### config.mk
export PLATFORM = sky130hd
export DESIGN_NAME = adc_conv_sequencer_flat
export DESIGN_NICKNAME = d
export VERILOG_FILES = /design/src/rtl/adc_conv_sequencer_pkg.sv /design/src/rtl/adc_conv_sequencer_if.sv /design/src/rtl/adc_conv_sequencer_avg_accum.sv /design/src/rtl/adc_conv_sequencer.sv /design/src/flat_wrapper.sv
export SDC_FILE = /design/constraint.sdc
export NUM_CORES = 1
export LEC_CHECK = 0
export CELL_PAD_IN_SITES_DETAIL_PLACEMENT = 0
export CELL_PAD_IN_SITES_GLOBAL_PLACEMENT = 2
export CORE_MARGIN = 1.5
export CORE_UTILIZATION = 38
export CTS_BUF_LIST = sky130_fd_sc_hd__clkbuf_2 sky130_fd_sc_hd__clkbuf_4 sky130_fd_sc_hd__clkbuf_8
export DETAILED_ROUTE_END_ITERATION = 10
export GPL_TIMING_DRIVEN = 0
export PLACE_DENSITY = 0.95
export SETUP_SLACK_MARGIN = 0.5
export SLEW_MARGIN = 0
export SYNTH_ARGS = -nofsm -noshare
export SYNTH_HDL_FRONTEND = slang
export SYNTH_SLANG_ARGS = --single-unit
### constraint.sdc
create_clock -name i_clock -period 10.3 [get_ports i_clock]
set_input_delay 2.06 -clock i_clock [delete_from_list [all_inputs] [get_ports i_clock]]
set_output_delay 2.06 -clock i_clock [all_outputs]
set_load 0.03 [all_outputs]
### src/rtl/adc_conv_sequencer_pkg.sv
// Shared constants, FSM state encodings and the raw-sample helpers for the
// ramp-ADC conversion sequencer.
package adc_pkg;

    localparam int FINE_BITS         = 9;
    localparam int OFFSET            = 255;
    localparam int MAX_LOG2_AVG_DFLT = 4;
    localparam int TIMEOUT_DFLT      = 64;
    localparam int RAW_W             = FINE_BITS + 1;
    localparam int RAW_SW            = FINE_BITS + 2;
    localparam int LOG2_W            = 3;

    typedef logic [2:0] state_t;

    localparam state_t ST_IDLE      = 3'd0;
    localparam state_t ST_WAIT_RISE = 3'd1;
    localparam state_t ST_WAIT_FALL = 3'd2;
    localparam state_t ST_ACCUM     = 3'd3;
    localparam state_t ST_DONE      = 3'd4;

    // Two's-complement OFFSET - fine2 + fine1; the width holds every combination.
    function automatic logic [RAW_SW-1:0] raw_diff(
        input logic [FINE_BITS-1:0] fine1,
        input logic [FINE_BITS-1:0] fine2
    );
        return RAW_SW'(OFFSET) - {2'b00, fine2} + {2'b00, fine1};
    endfunction

    // Negative raw values clamp to 0; the positive range always fits RAW_W bits.
    function automatic logic [RAW_W-1:0] clamp_raw(input logic signed [RAW_SW-1:0] raw);
        logic [RAW_W-1:0] res;
        if (raw[RAW_SW-1]) begin
            res = {RAW_W{1'b0}};
        end else begin
            res = raw[RAW_W-1:0];
        end
        return res;
    endfunction

endpackage

### src/rtl/adc_conv_sequencer_if.sv
// Averaged-sample valid/ready stream between the sequencer and the readout logic.
interface adc_conv_sequencer_if;
    import adc_pkg::*;

    logic [RAW_W-1:0] sample_data;
    logic             sample_valid;
    logic             sample_ready;

    modport master (
        output sample_data,
        output sample_valid,
        input  sample_ready
    );

    modport slave (
        input  sample_data,
        input  sample_valid,
        output sample_ready
    );

endinterface

### src/rtl/adc_conv_sequencer_avg_accum.sv
// Accumulates clamped raw samples, counts them, and forms the averaged result
// by shifting the sum right by the averaging exponent.
module adc_avg_accum
    import adc_pkg::*;
#(
    parameter int MAX_LOG2_AVG = MAX_LOG2_AVG_DFLT
) (
    input  logic              i_clock,
    input  logic              i_reset_n,
    input  logic              i_clear,
    input  logic              i_add,
    input  logic              i_done,
    input  logic [RAW_W-1:0]  i_raw,
    input  logic [LOG2_W-1:0] i_log2_avg,
    output logic              o_last,
    output logic [RAW_W-1:0]  o_result
);

    localparam int ACC_W = RAW_W + MAX_LOG2_AVG;
    localparam int CNT_W = MAX_LOG2_AVG + 1;

    logic [ACC_W-1:0] r_acc;
    logic [CNT_W-1:0] r_n;
    logic [CNT_W-1:0] w_target;

    // Sum and sample count; cleared at the start of a run and after each result.
    always_ff @(posedge i_clock) begin
        if (!i_reset_n) begin
            r_acc <= {ACC_W{1'b0}};
            r_n   <= {CNT_W{1'b0}};
        end else if (i_clear || i_done) begin
            r_acc <= {ACC_W{1'b0}};
            r_n   <= {CNT_W{1'b0}};
        end else if (i_add) begin
            r_acc <= r_acc + ACC_W'(i_raw);
            r_n   <= r_n + CNT_W'(1);
        end else begin
            r_acc <= r_acc;
            r_n   <= r_n;
        end
    end

    // o_last tells the FSM that the sample being added now completes the block.
    assign w_target = CNT_W'(1) << i_log2_avg;
    assign o_last   = ((r_n + CNT_W'(1)) == w_target);
    assign o_result = RAW_W'(r_acc >> i_log2_avg);

endmodule

### src/rtl/adc_conv_sequencer.sv
// Pairs rising/falling TDC fine codes into raw ramp-ADC samples, averages them
// and streams the result; also tracks timeouts, glitches and overruns.
module adc_conv_sequencer
    import adc_pkg::*;
#(
    parameter int MAX_LOG2_AVG = MAX_LOG2_AVG_DFLT,
    parameter int TIMEOUT      = TIMEOUT_DFLT
) (
    input  logic                  i_clock,
    input  logic                  i_reset_n,
    input  logic                  i_enable,
    input  logic [LOG2_W-1:0]     i_cfg_log2_avg,
    input  logic                  i_hit1_valid,
    input  logic [FINE_BITS-1:0]  i_fine1,
    input  logic                  i_hit2_valid,
    input  logic [FINE_BITS-1:0]  i_fine2,
    adc_conv_sequencer_if.master  io_sample,
    output logic                  o_busy,
    output logic                  o_overrun,
    output logic [7:0]            o_timeout_cnt,
    output logic [7:0]            o_glitch_cnt
);

    localparam int TMR_W = (TIMEOUT > 1) ? $clog2(TIMEOUT) : 1;

    state_t                r_state;
    logic                  r_busy;
    logic [LOG2_W-1:0]     r_log2_avg;
    logic [FINE_BITS-1:0]  r_fine1;
    logic [FINE_BITS-1:0]  r_fine2;
    logic [TMR_W-1:0]      r_timer;
    logic [7:0]            r_timeout_cnt;
    logic [7:0]            r_glitch_cnt;
    logic                  r_overrun;
    logic [RAW_W-1:0]      r_sample_data;
    logic                  r_sample_valid;

    state_t                w_state_nxt;
    logic [LOG2_W-1:0]     w_log2_clamped;
    logic                  w_acc_clear;
    logic                  w_acc_add;
    logic                  w_acc_done;
    logic                  w_last;
    logic                  w_rise_capture;
    logic                  w_in_wait_fall;
    logic                  w_fall_capture;
    logic                  w_glitch;
    logic                  w_timer_expired;
    logic                  w_timeout;
    logic                  w_handshake;
    logic [RAW_W-1:0]      w_raw;
    logic [RAW_W-1:0]      w_result;

    assign w_log2_clamped  = (i_cfg_log2_avg > LOG2_W'(MAX_LOG2_AVG)) ?
                             LOG2_W'(MAX_LOG2_AVG) : i_cfg_log2_avg;
    assign w_acc_clear     = (r_state == ST_IDLE) && i_enable;
    assign w_acc_add       = (r_state == ST_ACCUM) && i_enable;
    assign w_acc_done      = (r_state == ST_DONE);
    assign w_rise_capture  = (r_state == ST_WAIT_RISE) && i_enable && i_hit1_valid;
    assign w_in_wait_fall  = (r_state == ST_WAIT_FALL) && i_enable;
    // A simultaneous hit2 wins over hit1 in WAIT_FALL, so hit1 only counts alone.
    assign w_fall_capture  = w_in_wait_fall && i_hit2_valid;
    assign w_glitch        = w_in_wait_fall && i_hit1_valid && !i_hit2_valid;
    assign w_timer_expired = (r_timer == TMR_W'(TIMEOUT - 1));
    assign w_timeout       = w_in_wait_fall && !i_hit1_valid && !i_hit2_valid && w_timer_expired;
    assign w_handshake     = r_sample_valid && io_sample.sample_ready;
    assign w_raw           = clamp_raw($signed(raw_diff(r_fine1, r_fine2)));

    adc_avg_accum #(
        .MAX_LOG2_AVG (MAX_LOG2_AVG)
    ) u_avg_accum (
        .i_clock    (i_clock),
        .i_reset_n  (i_reset_n),
        .i_clear    (w_acc_clear),
        .i_add      (w_acc_add),
        .i_done     (w_acc_done),
        .i_raw      (w_raw),
        .i_log2_avg (r_log2_avg),
        .o_last     (w_last),
        .o_result   (w_result)
    );

    // Next-state logic; dropping enable aborts any conversion in progress.
    always_comb begin
        w_state_nxt = r_state;
        if ((r_state != ST_IDLE) && !i_enable) begin
            w_state_nxt = ST_IDLE;
        end else begin
            case (r_state)
                ST_IDLE: begin
                    if (i_enable) w_state_nxt = ST_WAIT_RISE;
                    else          w_state_nxt = ST_IDLE;
                end
                ST_WAIT_RISE: begin
                    if (i_hit1_valid) w_state_nxt = ST_WAIT_FALL;
                    else              w_state_nxt = ST_WAIT_RISE;
                end
                ST_WAIT_FALL: begin
                    if (i_hit2_valid)   w_state_nxt = ST_ACCUM;
                    else if (w_timeout) w_state_nxt = ST_WAIT_RISE;
                    else                w_state_nxt = ST_WAIT_FALL;
                end
                ST_ACCUM: begin
                    if (w_last) w_state_nxt = ST_DONE;
                    else        w_state_nxt = ST_WAIT_RISE;
                end
                ST_DONE:  w_state_nxt = ST_WAIT_RISE;
                default:  w_state_nxt = ST_IDLE;
            endcase
        end
    end

    // FSM state, configuration latch, fine-code capture and edge-pair timer.
    always_ff @(posedge i_clock) begin
        if (!i_reset_n) begin
            r_state    <= ST_IDLE;
            r_busy     <= 1'b0;
            r_log2_avg <= {LOG2_W{1'b0}};
            r_fine1    <= {FINE_BITS{1'b0}};
            r_fine2    <= {FINE_BITS{1'b0}};
            r_timer    <= {TMR_W{1'b0}};
        end else begin
            r_state <= w_state_nxt;
            r_busy  <= (w_state_nxt != ST_IDLE);
            if (w_acc_clear) r_log2_avg <= w_log2_clamped;
            else             r_log2_avg <= r_log2_avg;
            if (w_rise_capture || w_glitch) r_fine1 <= i_fine1;
            else                            r_fine1 <= r_fine1;
            if (w_fall_capture) r_fine2 <= i_fine2;
            else                r_fine2 <= r_fine2;
            if (w_rise_capture || w_glitch) r_timer <= {TMR_W{1'b0}};
            else if (w_in_wait_fall)        r_timer <= r_timer + TMR_W'(1);
            else                            r_timer <= r_timer;
        end
    end

    // Saturating event counters.
    always_ff @(posedge i_clock) begin
        if (!i_reset_n) begin
            r_timeout_cnt <= 8'd0;
            r_glitch_cnt  <= 8'd0;
        end else begin
            if (w_timeout && (r_timeout_cnt != 8'hFF)) r_timeout_cnt <= r_timeout_cnt + 8'd1;
            else                                       r_timeout_cnt <= r_timeout_cnt;
            if (w_glitch && (r_glitch_cnt != 8'hFF)) r_glitch_cnt <= r_glitch_cnt + 8'd1;
            else                                     r_glitch_cnt <= r_glitch_cnt;
        end
    end

    // Result holding register; a result arriving while one is still held is lost.
    always_ff @(posedge i_clock) begin
        if (!i_reset_n) begin
            r_sample_data  <= {RAW_W{1'b0}};
            r_sample_valid <= 1'b0;
            r_overrun      <= 1'b0;
        end else if (w_acc_done) begin
            if (!r_sample_valid || w_handshake) begin
                r_sample_data  <= w_result;
                r_sample_valid <= 1'b1;
                r_overrun      <= r_overrun;
            end else begin
                r_sample_data  <= r_sample_data;
                r_sample_valid <= r_sample_valid;
                r_overrun      <= 1'b1;
            end
        end else if (w_handshake) begin
            r_sample_data  <= r_sample_data;
            r_sample_valid <= 1'b0;
            r_overrun      <= r_overrun;
        end else begin
            r_sample_data  <= r_sample_data;
            r_sample_valid <= r_sample_valid;
            r_overrun      <= r_overrun;
        end
    end

    assign io_sample.sample_data  = r_sample_data;
    assign io_sample.sample_valid = r_sample_valid;
    assign o_busy                 = r_busy;
    assign o_overrun              = r_overrun;
    assign o_timeout_cnt          = r_timeout_cnt;
    assign o_glitch_cnt           = r_glitch_cnt;

endmodule

### src/flat_wrapper.sv
// flat-port wrapper written by rule: the top's interface ports become plain ports
module adc_conv_sequencer_flat import adc_pkg::*;
#(
    parameter int MAX_LOG2_AVG = MAX_LOG2_AVG_DFLT,
    parameter int TIMEOUT      = TIMEOUT_DFLT
)
  (i_clock, i_reset_n, i_enable, i_cfg_log2_avg, i_hit1_valid, i_fine1, i_hit2_valid, i_fine2, o_busy, o_overrun, o_timeout_cnt, o_glitch_cnt, io_sample_sample_data, io_sample_sample_valid, io_sample_sample_ready);
  adc_conv_sequencer_if io_sample_i ();
  input  logic i_clock;
  input  logic i_reset_n;
  input  logic i_enable;
  input  logic [LOG2_W-1:0] i_cfg_log2_avg;
  input  logic i_hit1_valid;
  input  logic [FINE_BITS-1:0] i_fine1;
  input  logic i_hit2_valid;
  input  logic [FINE_BITS-1:0] i_fine2;
  output logic o_busy;
  output logic o_overrun;
  output logic [7:0] o_timeout_cnt;
  output logic [7:0] o_glitch_cnt;
  output wire logic [$bits(io_sample_i.sample_data)-1:0] io_sample_sample_data;
  output wire logic [$bits(io_sample_i.sample_valid)-1:0] io_sample_sample_valid;
  input wire logic [$bits(io_sample_i.sample_ready)-1:0] io_sample_sample_ready;
  assign io_sample_sample_data = io_sample_i.sample_data;
  assign io_sample_sample_valid = io_sample_i.sample_valid;
  assign io_sample_i.sample_ready = io_sample_sample_ready;
  adc_conv_sequencer #(.MAX_LOG2_AVG(MAX_LOG2_AVG), .TIMEOUT(TIMEOUT)) u_core (.i_clock(i_clock), .i_reset_n(i_reset_n), .i_enable(i_enable), .i_cfg_log2_avg(i_cfg_log2_avg), .i_hit1_valid(i_hit1_valid), .i_fine1(i_fine1), .i_hit2_valid(i_hit2_valid), .i_fine2(i_fine2), .io_sample(io_sample_i), .o_busy(o_busy), .o_overrun(o_overrun), .o_timeout_cnt(o_timeout_cnt), .o_glitch_cnt(o_glitch_cnt));
endmodule
==> run metrics, run 1 <==
wire length per cell=around 15 um; WL met2=between 5000 and 6000 um; hold path startpoint=u_core.r_fine2[7]$_SDFFE_PN0P_; antenna viol nets, final=0; Max Fclk=approximately 240 MHz; CTS Hold Bufs=0; Avg Vias per Cell=~5.5; Vias=about 4000; RR Startpoint=u_core.r_fine2[0]$_SDFFE_PN0P_; ratio of cells with drive above 1 in the final layout=0.0704; final wirelength=approximately 11000 um; GP Congestion=approximately 0.79; Sw Share=0.253; setup TNS=0 ns; CTS max path bufs=2; clk root buf=clkbuf_8; synth-to-layout area growth=19.7%; first-pass GRT wire length=between 15000 and 20000 um; H-tree Lvls=3; vias in the first global route=3852; wl on met1=around 5400 um; CORE AREA=0.0116 mm^2; GRT overflow=0; Initial DRT Pass Iterations=4; CP arrival=4.36 ns; Logic pwr share=0.120; Hold WS=0.457 ns; P per Cell Area=around 110 mW/mm^2; Synth warnings=0; Leak=between 1.5 and 2 nW; Seq pwr share=0.506; unrepaired setup endpoints after global routing=no; Worst VDD drop=approximately 45 uV; Top Metal Used=met4; Die Wd=around 110 um; Final Setup Violations=0; outcome=completed; Mapped Area=~0.0046 mm^2; most frequent cells in the layout=dfxtp_1, nor2_1, clkdlybuf4s50_1; CTS buffer count=9; fin crit share=0.401; initial antenna violation count=0; Max-slew headroom=0.480; nets=around 650; Required @ worst endpoint=between 10 and 15 ns; ys flop type=dfxtp_1; Post-synth EDFFs=0; Setup Crit Path Kind=register to register; syn nets=about 580; Cells after Synth=528; Setup Buffers After CTS=0; Final Hold Fails=0; Critical Path Source Type=register; I/O pin cnt=56; 1st-iter DRT viols=about 200; CP Max Fanout=8; die area=0.0128 mm^2; Int Pwr=451 uW; largest net degree at the start of global routing=13; CTS tree=yes; Layout fillers=1154; DRC viols=0; worst-margin pin slew=around 0.78 ns; Reg area=~0.0016 mm^2; Seq cells post-synth=78; Cells after DPL=between 700 and 800; met3 wire len=419 um; crit path launch=u_core.r_fine2[0]$_SDFFE_PN0P_; IO Port Bufs=54; commonest non-fill, non-tap cell in the layout=dfxtp_1; Die Span Y=113 um; number of clock sinks=78; DP HPWL=about 8500 um; total track usage=0.179; diode count=0; Starting Density=0.396; Synth Area per Inst=about 8.7 um^2; fin crit period=4.13 ns; clock power share=0.374; unique cell type count in the Yosys netlist=63; Clock Latency Late Sink=roughly 0.36 ns; Async S/R FF share, synth=0; Final Instance Count excl. Fillers=740; sequential-to-total area share from yosys stat=0.340; PostCTS Resize Cnt=0; worst min path class=register to register; Worst setup EP type=register; Clock Skew=around 0.012 ns; # rows=39; area of the multi-input gates=0.00289 mm^2; Final Max Tran Viols=0; Net Switching=~150 uW; Clock transition at path regs=about 0.08 ns; number of max-cap violations=0
-- kinds of logic (layout without fill, tap and decap cells) --
logic type | after synthesis | count (layout) | synth area share
adders and majority gates | 26 | 26 | 0.0741
buffers and inverters | 35 | 104 | 0.0310
muxes | 37 | 37 | 0.103
DFF | 78 | 78 | 0.340
xor gates and xnor gates | 29 | 29 | 0.0553
AOI/OAI and AO/OA | 122 | 122 | 0.175
and+or+nand+nor | 201 | 201 | 0.222
-- final timing paths --
| path | depth (start not counted) | end | slack [ns] |
|---|---|---|---|
| setup / recovery | 15 | u_core.u_avg_accum.r_acc[10]$_SDFFE_PP0P_ | 6.17 |
| hold reg to reg | 2 | u_core.r_fine2[7]$_SDFFE_PN0P_ | 0.46 |
| setup reg to reg | 15 | u_core.u_avg_accum.r_acc[10]$_SDFFE_PP0P_ | 6.17 |
| hold / removal | 2 | u_core.r_fine2[7]$_SDFFE_PN0P_ | 0.46 |
-- power groups by stage --
stage	clock network [mW]	registers, mW	logic (mW)
after detailed placement	0	0.312	0.0722
after floorplan	0	0.312	0.0472
after CTS	0.233	0.305	0.0726
final	0.226	0.305	0.0722
after global placement	0	0.312	0.0717
after global routing	0.246	0.305	0.0797
-- per-stage QoR --
step | cell area (um^2) | power [mW] | setup WS [ns] | utilization
2_1_floorplan | 4600 | 0.360 | 6.73 | -
3_3_place_gp | 5320 | 0.384 | 6.26 | 0.458
3_5_place_dp | 5320 | 0.384 | 6.20 | 0.458
4_1_cts | 5500 | 0.611 | 6.18 | 0.474
5_1_grt | 5500 | 0.631 | 5.95 | 0.474
6_report | 5500 | 0.603 | 6.17 | 0.474
-- Yosys cell counts (2+ instances only) --
cell type  count  share of area
and3_1         3         0.0041
o21a_1         2         0.0033
xor2_1        10          0.019
a211o_1        3         0.0057
nand2_1       44          0.036
nand3_1       27          0.029
or3_1          9          0.012
clkbuf_1      15          0.012
nor4_1         2         0.0027
o21bai_1       3         0.0049
a21oi_1       43          0.047
or4_1          2         0.0033
ha_1          24          0.065
a22o_1         2         0.0038
mux2i_1       28          0.061
nor3_1        10          0.011
a21o_1        10          0.016
mux4_2         8          0.039
o21ai_0       17          0.019
dfxtp_1       78           0.34
a31oi_1        3         0.0041
buf_2          6         0.0065
inv_1         13          0.011
nor2_1        62          0.051
a211oi_1      14          0.023
nand2b_1       7         0.0095
xnor2_1       19          0.036
and2_1         2         0.0027
nand3b_1       5         0.0082
nand4_1        6         0.0082
o211ai_1       6         0.0098
fa_1           2         0.0087
o21ai_1        4         0.0044
a41oi_1        3         0.0057
nand4b_1       2         0.0038
nor2b_1        7         0.0095
-- sequential cells by signal, summed over array words and instances (netlist names) --
signal and cells:
u_core.r_log2_avg 3, u_core.r_fine1 9, u_core.o_glitch_cnt 8, u_core.io_sample.sample_valid 1
u_core.o_overrun 1, u_core.o_busy 1, u_core.r_state 3, u_core.u_avg_accum.r_n 5
u_core.r_fine2 9, u_core.io_sample.sample_data 10, u_core.o_timeout_cnt 8, u_core.r_timer 6
u_core.u_avg_accum.r_acc 14
-- layout make-up --
class / count / area share
Sequential cell: 78 / 0.284
Buffer: 22 / 0.0171
Multi-Input combinational cell: 415 / 0.525
Inverter: 13 / 0.00887
Timing Repair Buffer: 54 / 0.0982
Clock buffer: 10 / 0.0250
Tap cell: 143 / 0.0325
Clock inverter: 5 / 0.00910
-- worst max-delay path, stage by stage, from the launching register on --
cell      delay [ns]
dfxtp_1         0.34
inv_1           0.05
ha_1            0.22
fa_1            0.43
a211o_1         0.34
a21boi_1        0.17
o31ai_1         0.10
a22oi_2         0.37
nor2b_1         0.09
ha_1            0.24
fa_1            0.44
a211oi_1        0.45
o21ai_1         0.17
a41oi_1         0.35
or3_1           0.16
a21oi_1         0.06
-- metal layers --
layer / up-vias / track usage
met2: 73 / 0.290
met4: 0 / 0.0542
met1: 1913 / 0.237
met3: 8 / 0.0439
li1: 2049 / -
met5: - / 0
Power figures use the tool's default switching activity.
==> run 2, diff against run 1 <==
--- a/config.mk
+++ b/config.mk
@@ -8,11 +8,11 @@
 export CELL_PAD_IN_SITES_DETAIL_PLACEMENT = 0
 export CELL_PAD_IN_SITES_GLOBAL_PLACEMENT = 2
 export CORE_MARGIN = 1.5
-export CORE_UTILIZATION = 38
+export CORE_UTILIZATION = 32
 export CTS_BUF_LIST = sky130_fd_sc_hd__clkbuf_2 sky130_fd_sc_hd__clkbuf_4 sky130_fd_sc_hd__clkbuf_8
 export DETAILED_ROUTE_END_ITERATION = 10
 export GPL_TIMING_DRIVEN = 0
-export PLACE_DENSITY = 0.95
+export PLACE_DENSITY = 0.86
 export SETUP_SLACK_MARGIN = 0.5
 export SLEW_MARGIN = 0
 export SYNTH_ARGS = -nofsm -noshare
==> constraint.sdc (replaced) <==
create_clock -name i_clock -period 3.42 [get_ports i_clock]
set_input_delay 0.684 -clock i_clock [delete_from_list [all_inputs] [get_ports i_clock]]
set_output_delay 0.684 -clock i_clock [all_outputs]
set_load 0.03 [all_outputs]
==> run 2 against run 1 <==
Compared with the run above: worst hold slack improved by 0.012 ns; final cell count rose by 7.8%; clock power rose to 3.2 times the previous value; largest cell class unchanged; highest routed layer unchanged.
==> run metrics, run 2 (synthesized netlist as in run 1, its figures left out) <==
outcome=completed; WHS Endpoint=u_core.r_fine2[6]$_SDFFE_PN0P_; Reg area=between 0.0015 and 0.002 mm^2; GP Congestion=between 0.7 and 0.8; ratio of cells with drive above 1 in the final layout=0.155; Required @ worst endpoint=between 3 and 4 ns; RR Startpoint=u_core.r_fine2[0]$_SDFFE_PN0P_; Worst setup EP type=register; Setup Crit Path Kind=register to register; P per Cell Area=between 300 and 400 mW/mm^2; setup ws final=0.0367 ns; fin crit share=0.989; Leak=roughly 2.2 nW; CTS Hold Bufs=0; Int Pwr=between 1 and 1.5 mW; number of clock sinks=78; worst min path class=register to register; 1st-iter DRT viols=approximately 220; total track usage=0.164; Logic pwr share=0.143; I/O pin cnt=between 50 and 60; Sw Share=0.255; DRC viols=0; Largest Register=u_core.u_avg_accum.r_acc; DP HPWL=about 9000 um; # rows=43; Max Fclk=approximately 300 MHz; area of the multi-input gates=0.00315 mm^2; largest net degree at the start of global routing=13; CORE AREA=0.0139 mm^2; worst-margin pin slew=between 0.7 and 0.8 ns; CTS tree=yes; first-pass GRT wire length=approximately 20000 um; Worst R2R Setup Slack=~0.037 ns; Final Setup Violations=0; Clock Skew=around 0.015 ns; clk root buf=clkbuf_8; hold path startpoint=u_core.r_fine2[6]$_SDFFE_PN0P_; Max-slew headroom=0.529; nets=666; number of max-cap violations=0; max reg flops=14; wire length per cell=about 15 um; synth-to-layout area growth=30.3%; Cells after DPL=approximately 760; vias in the first global route=slightly above 4000; worst flop-to-flop path endpoint=u_core.u_avg_accum.r_acc[10]$_SDFFE_PP0P_; Slowest Stage Delay on Critical Path=between 0.3 and 0.4 ns; diode count=0; final wirelength=roughly 12000 um; Final Hold Fails=0; Clock Latency Late Sink=0.35 ns; Seq pwr share=0.480; Worst R2R Path Depth=16; Layout fillers=roughly 1400; Net Switching=just under 500 uW; antenna viol nets, final=0; Critical Path Source Type=register; commonest non-fill, non-tap cell in the layout=dfxtp_1; CP Max Fanout=7; Placement Setup Slack=-0.163 ns; CTS buffer count=9; GRT overflow=0; most frequent cells in the layout=dfxtp_1, nor2_1, clkdlybuf4s50_1; Die Wd=123 um; Hold Path Cell Cnt=2; final core utilization=0.430; Final Max Tran Viols=0; Die Span Y=roughly 120 um; IO Port Bufs=54; die area=around 0.015 mm^2; initial antenna violation count=0; clock power share=0.378; Vias=4183; slowest stage cell, crit path=fa_2; Clock transition at path regs=0.08 ns; unrepaired setup endpoints after global routing=yes; fin crit period=3.38 ns; Final Instance Count excl. Fillers=approximately 800; critical-path cell list=inv_2 > ha_4 > fa_2 > a211o_1 > a21boi_1 > o31ai_1 > a22oi_2 > buf_6 > nor2b_4 > ha_4 > fa_2 > a211oi_4 > o21ai_2 > a41oi_2 > or3_1 > a21oi_1; CTS max path bufs=2; Initial DRT Pass Iterations=5; CP arrival=between 3 and 4 ns; Starting Density=0.330; Avg Vias per Cell=around 5.2; H-tree Lvls=3; Worst VDD drop=196 uV
==> run 2: changes by cell type in the layout (fill, tap and decap cells not counted), moves of 3 or more <==
cell,delta
buf_4,+17
ha_1,-9
ha_4,+8
a21oi_1,-4
a21oi_2,+4
a211oi_1,-3
a211oi_4,+3
buf_6,+3
clkbuf_4,+3
clkinv_2,-3
==> run 2: critical path: cells and delay by family, from the launching register on <==
family / cells / cell delay (ns)
AOI/OAI and AO/OA: 8 / 1.49
adders and majority gates: 4 / 1.01
DFF: 1 / 0.34
buffers and inverters: 2 / 0.20
and+or+nand+nor: 2 / 0.20
==> run 2: power groups by stage <==
stage / Sequential [mW] / Clock, mW / Combinational [mW]
after floorplan: 0.941 / 0 / 0.144
after global placement: 0.940 / 0 / 0.215
after CTS: 0.919 / 0.747 / 0.244
after detailed placement: 0.940 / 0 / 0.219
final: 0.919 / 0.723 / 0.274
after global routing: 0.920 / 0.791 / 0.300
==> run 2: routing by layer <==
metal,GRT usage,wire [um]
met4,0.0451,160
met1,0.209,5560
met5,0,0
met3,0.0311,326
met2,0.281,5790
==> run 2: final cells by class <==
cell class                 instances  area share
clock buffer                      13      0.0267
buffer                            22      0.0157
multi-input combinational        415       0.526
sequential                        78       0.261
timing repair buffer              74       0.117
inverter                          13     0.00815
tap                              180      0.0376
clock inverter                     3     0.00731
==> run 2: repair_timing <==
item                                    CTS  global route
cloned                                    0             0
endpoints found under the setup margin   13            12
pin swaps                                16            12
setup buffers                            12             8
gates resized for setup                  30            16
==> run 2: worst max path at each step <==
stage          cells after the start                           start                                   endpoint
2_1_floorplan                     15  u_core.r_fine2[0]$_SDFFE_PN0P_  u_core.u_avg_accum.r_acc[10]$_SDFFE_PP0P_
3_3_place_gp                      14  u_core.r_fine2[0]$_SDFFE_PN0P_  u_core.u_avg_accum.r_acc[13]$_SDFFE_PP0P_
3_5_place_dp                      14  u_core.r_fine2[0]$_SDFFE_PN0P_  u_core.u_avg_accum.r_acc[13]$_SDFFE_PP0P_
4_1_cts                           16  u_core.r_fine2[0]$_SDFFE_PN0P_  u_core.u_avg_accum.r_acc[10]$_SDFFE_PP0P_
5_1_grt                           16  u_core.r_fine2[0]$_SDFFE_PN0P_  u_core.u_avg_accum.r_acc[10]$_SDFFE_PP0P_
6_report                          16  u_core.r_fine2[0]$_SDFFE_PN0P_  u_core.u_avg_accum.r_acc[10]$_SDFFE_PP0P_
==> run 2: metrics by stage <==
stage / TNS [ns] / instance area [um^2] / power (mW) / hold slack, ns
after floorplan: 0 / 4630 / 1.08 / 0.436
after global placement: -0.462 / 5400 / 1.16 / 0.450
after detailed placement: -0.654 / 5400 / 1.16 / 0.454
after CTS: 0 / 5850 / 1.91 / 0.471
after global routing: -0.307 / 5990 / 2.01 / 0.496
final: 0 / 5990 / 1.92 / 0.469
==> run 3, diff against run 2 <==
--- a/config.mk
+++ b/config.mk
@@ -8,13 +8,15 @@
 export CELL_PAD_IN_SITES_DETAIL_PLACEMENT = 0
 export CELL_PAD_IN_SITES_GLOBAL_PLACEMENT = 2
 export CORE_MARGIN = 1.5
-export CORE_UTILIZATION = 32
+export CORE_UTILIZATION = 31
 export CTS_BUF_LIST = sky130_fd_sc_hd__clkbuf_2 sky130_fd_sc_hd__clkbuf_4 sky130_fd_sc_hd__clkbuf_8
+export CTS_CLUSTER_DIAMETER = 50
 export DETAILED_ROUTE_END_ITERATION = 10
 export GPL_TIMING_DRIVEN = 0
-export PLACE_DENSITY = 0.86
+export PLACE_DENSITY = 0.85
 export SETUP_SLACK_MARGIN = 0.5
 export SLEW_MARGIN = 0
 export SYNTH_ARGS = -nofsm -noshare
 export SYNTH_HDL_FRONTEND = slang
+export SYNTH_HIERARCHICAL = 1
 export SYNTH_SLANG_ARGS = --single-unit
==> run 3 against run 2 <==
Compared with the run above: the run now ends with negative setup slack left; fmax is 1.6% lower; die area is 7.7% higher; area after synthesis is 4.6% higher; combinational power is 9.9% lower; critical path type unchanged; clock-buffer cell count stayed put; sequential cell count stayed put; via count is 5.8% higher; register-to-register slack worse by 0.05 ns.
==> run metrics, run 3 <==
Setup Crit Path Kind=register to register; CORE AREA=around 0.015 mm^2; Critical Path Source Type=register; max reg flops=14; CP arrival=3.73 ns; Leak=approximately 2.3 nW; Clock Skew=~0.0094 ns; nets=roughly 730; Die Span Y=around 130 um; final core utilization=0.413; wire length per cell=about 15 um; setup ws final=-0.0173 ns; Avg Vias per Cell=between 5 and 6; Clock transition at path regs=roughly 0.080 ns; clk root buf=clkbuf_8; DRC viols=0; H-tree Lvls=3; Synth area leader=dfxtp_1; GP Congestion=roughly 0.81; unique cell type count in the Yosys netlist=a little under 60; fin crit share=1.01; CTS max path bufs=2; total track usage=0.161; Final Setup Violations=1; Mapped Area=0.00481 mm^2; Async S/R FF share, synth=0; top post-synthesis cells by area=dfxtp_1, mux2i_1, ha_1, nor2_1, nand2_1; Cells after DPL=about 840; Post-synth EDFFs=0; Die Wd=approximately 130 um; IO Port Bufs=55; most frequent cells in the layout=nor2_1, dfxtp_1, nand2_1; # rows=45; I/O pin cnt=56; Hold Path Cell Cnt=2; fin crit period=approximately 3.4 ns; sequential-to-total area share from yosys stat=0.325; number of clock sinks=78; Final Max Tran Viols=0; most frequent cell after synthesis=nor2_1; Required @ worst endpoint=3.71 ns; Initial DRT Pass Iterations=4; ratio of cells with drive above 1 in the final layout=0.162; CTS buffer count=9; Starting Density=0.317; vias in the first global route=about 4300; largest net degree at the start of global routing=13; Synth warnings=6; Final Hold Fails=0; diode count=0; CTS Hold Bufs=0; Final Instance Count excl. Fillers=about 870; Worst VDD drop=~150 uV; Seq cells post-synth=between 70 and 80; initial antenna violation count=0; synth-to-layout area growth=30.0%; setup TNS=-0.0173 ns; commonest non-fill, non-tap cell in the layout=nor2_1; top cell type's share of synthesized area=0.325; CTS tree=yes; die area=between 0.015 and 0.02 mm^2; Worst R2R Path Depth=18; P per Cell Area=just under 300 mW/mm^2; Max-slew headroom=0.522; number of max-cap violations=0; Vias=approximately 4400; Largest Register=u_core/u_avg_accum/r_acc; Clock Latency Late Sink=~0.36 ns; Max Fclk=around 290 MHz; syn nets=approximately 650; Synth Area per Inst=slightly above 8 um^2; unrepaired setup endpoints after global routing=yes; DP HPWL=9470 um; failing checks=negative setup slack; GRT overflow=0; ys flop type=dfxtp_1; final wirelength=between 10000 and 15000 um; PnR Total Power=approximately 1.8 mW; Layout fillers=around 1500; worst min path class=register to register; 1st-iter DRT viols=around 180; outcome=finished, violations left; antenna viol nets, final=0; CP Max Fanout=8; worst-margin pin slew=0.711 ns; first-pass GRT wire length=between 20000 and 25000 um; Cells after Synth=between 500 and 600; commonest cells in the synthesized netlist=nor2_1, dfxtp_1, nand2_1, a21oi_1, mux2i_1; Worst setup EP type=register
## run 3: changes by cell type in the layout (fill, tap and decap cells not counted), sizes merged, moves of 4 or more
cell | previous run | this run
nor2 | 64 | 81
nand2 | 44 | 60
mux2i | 28 | 41
inv | 13 | 23
mux4 | 8 | 1
nand3 | 27 | 34
o21ai | 21 | 28
a21o | 10 | 4
buf | 27 | 32
a211oi | 14 | 10
mux2 | 1 | 5
nand2b | 7 | 11
## run 3: metal layers
metal	track usage	part of all wire	wire length (um)	vias to the layer above
met5	0	0	0	-
met4	0.0535	0.015	187	0
met3	0.0394	0.036	467	14
met2	0.264	0.48	6130	62
met1	0.207	0.47	6080	2083
li1	-	-	-	2267
## run 3: final cells by class
cell class	instances	area, um^2	area share
buffer	26	129	0.0206
multi-input combinational	467	3330	0.532
clock buffer	13	166	0.0266
clock inverter	3	18.8	0.00300
tap	188	235	0.0376
inverter	24	90.1	0.0144
timing repair buffer	74	716	0.115
sequential	78	1570	0.251
## run 3: what timing repair did
| action | 4_1_cts | 5_1_grt |
|---|---|---|
| endpoints found under the hold margin | 0 | 0 |
| pin swaps | 10 | 29 |
| setup buffers | 9 | 10 |
| setup endpoints to repair | 13 | 19 |
| resized for setup | 22 | 38 |
## run 3: worst paths after layout
check | from | endpoint | slack [ns]
worst max register to register | u_core/r_fine2[0]$_SDFFE_PN0P_ | u_core/u_avg_accum/r_acc[12]$_SDFFE_PP0P_ | -0.02
worst min-delay path | u_core/r_fine2[6]$_SDFFE_PN0P_ | u_core/r_fine2[6]$_SDFFE_PN0P_ | 0.46
worst min register to register | u_core/r_fine2[6]$_SDFFE_PN0P_ | u_core/r_fine2[6]$_SDFFE_PN0P_ | 0.46
worst max-delay path | u_core/r_fine2[0]$_SDFFE_PN0P_ | u_core/u_avg_accum/r_acc[12]$_SDFFE_PP0P_ | -0.02
## run 3: metrics by stage
step | hold WS [ns] | setup WS, ns | instance area, um^2
floorplan | 0.436 | 0.308 | 4890
global placement | 0.450 | -0.0163 | 5670
detailed placement | 0.449 | -0.0544 | 5670
CTS | 0.463 | 0.0874 | 6010
global route | 0.488 | -0.147 | 6250
finish | 0.457 | -0.0173 | 6250
## run 3: cell families after synthesis
logic type,share of synthesized area
compound gates,0.153
xor+xnor,0.0510
fa+ha+maj,0.0708
simple gates,0.253
flops,0.325
buf+inv,0.0456
mux,0.102
## run 3: worst max-delay path, cell delays in order, from the launching register on
cell and delay (ns):
dfxtp_2 0.33, inv_2 0.06, ha_4 0.13, inv_2 0.04, fa_2 0.38, nand2b_4 0.16, a21oi_4 0.20, or2_4 0.16
a221oi_4 0.06, buf_6 0.16, nor2b_4 0.13, ha_4 0.15, inv_2 0.04, fa_2 0.40, nand2b_4 0.17, a211oi_4 0.27
o21ai_2 0.11, or3_1 0.31, a21oi_1 0.12
## run 3: power by group
part / leakage [nW] / internal, mW / total (mW) / switching [mW]
combinational: 1.60 / 0.111 / 0.247 / 0.136
clock: 0.100 / 0.319 / 0.671 / 0.352
sequential: 0.631 / 0.913 / 0.918 / 0.00448
total: 2.33 / 1.34 / 1.84 / 0.492
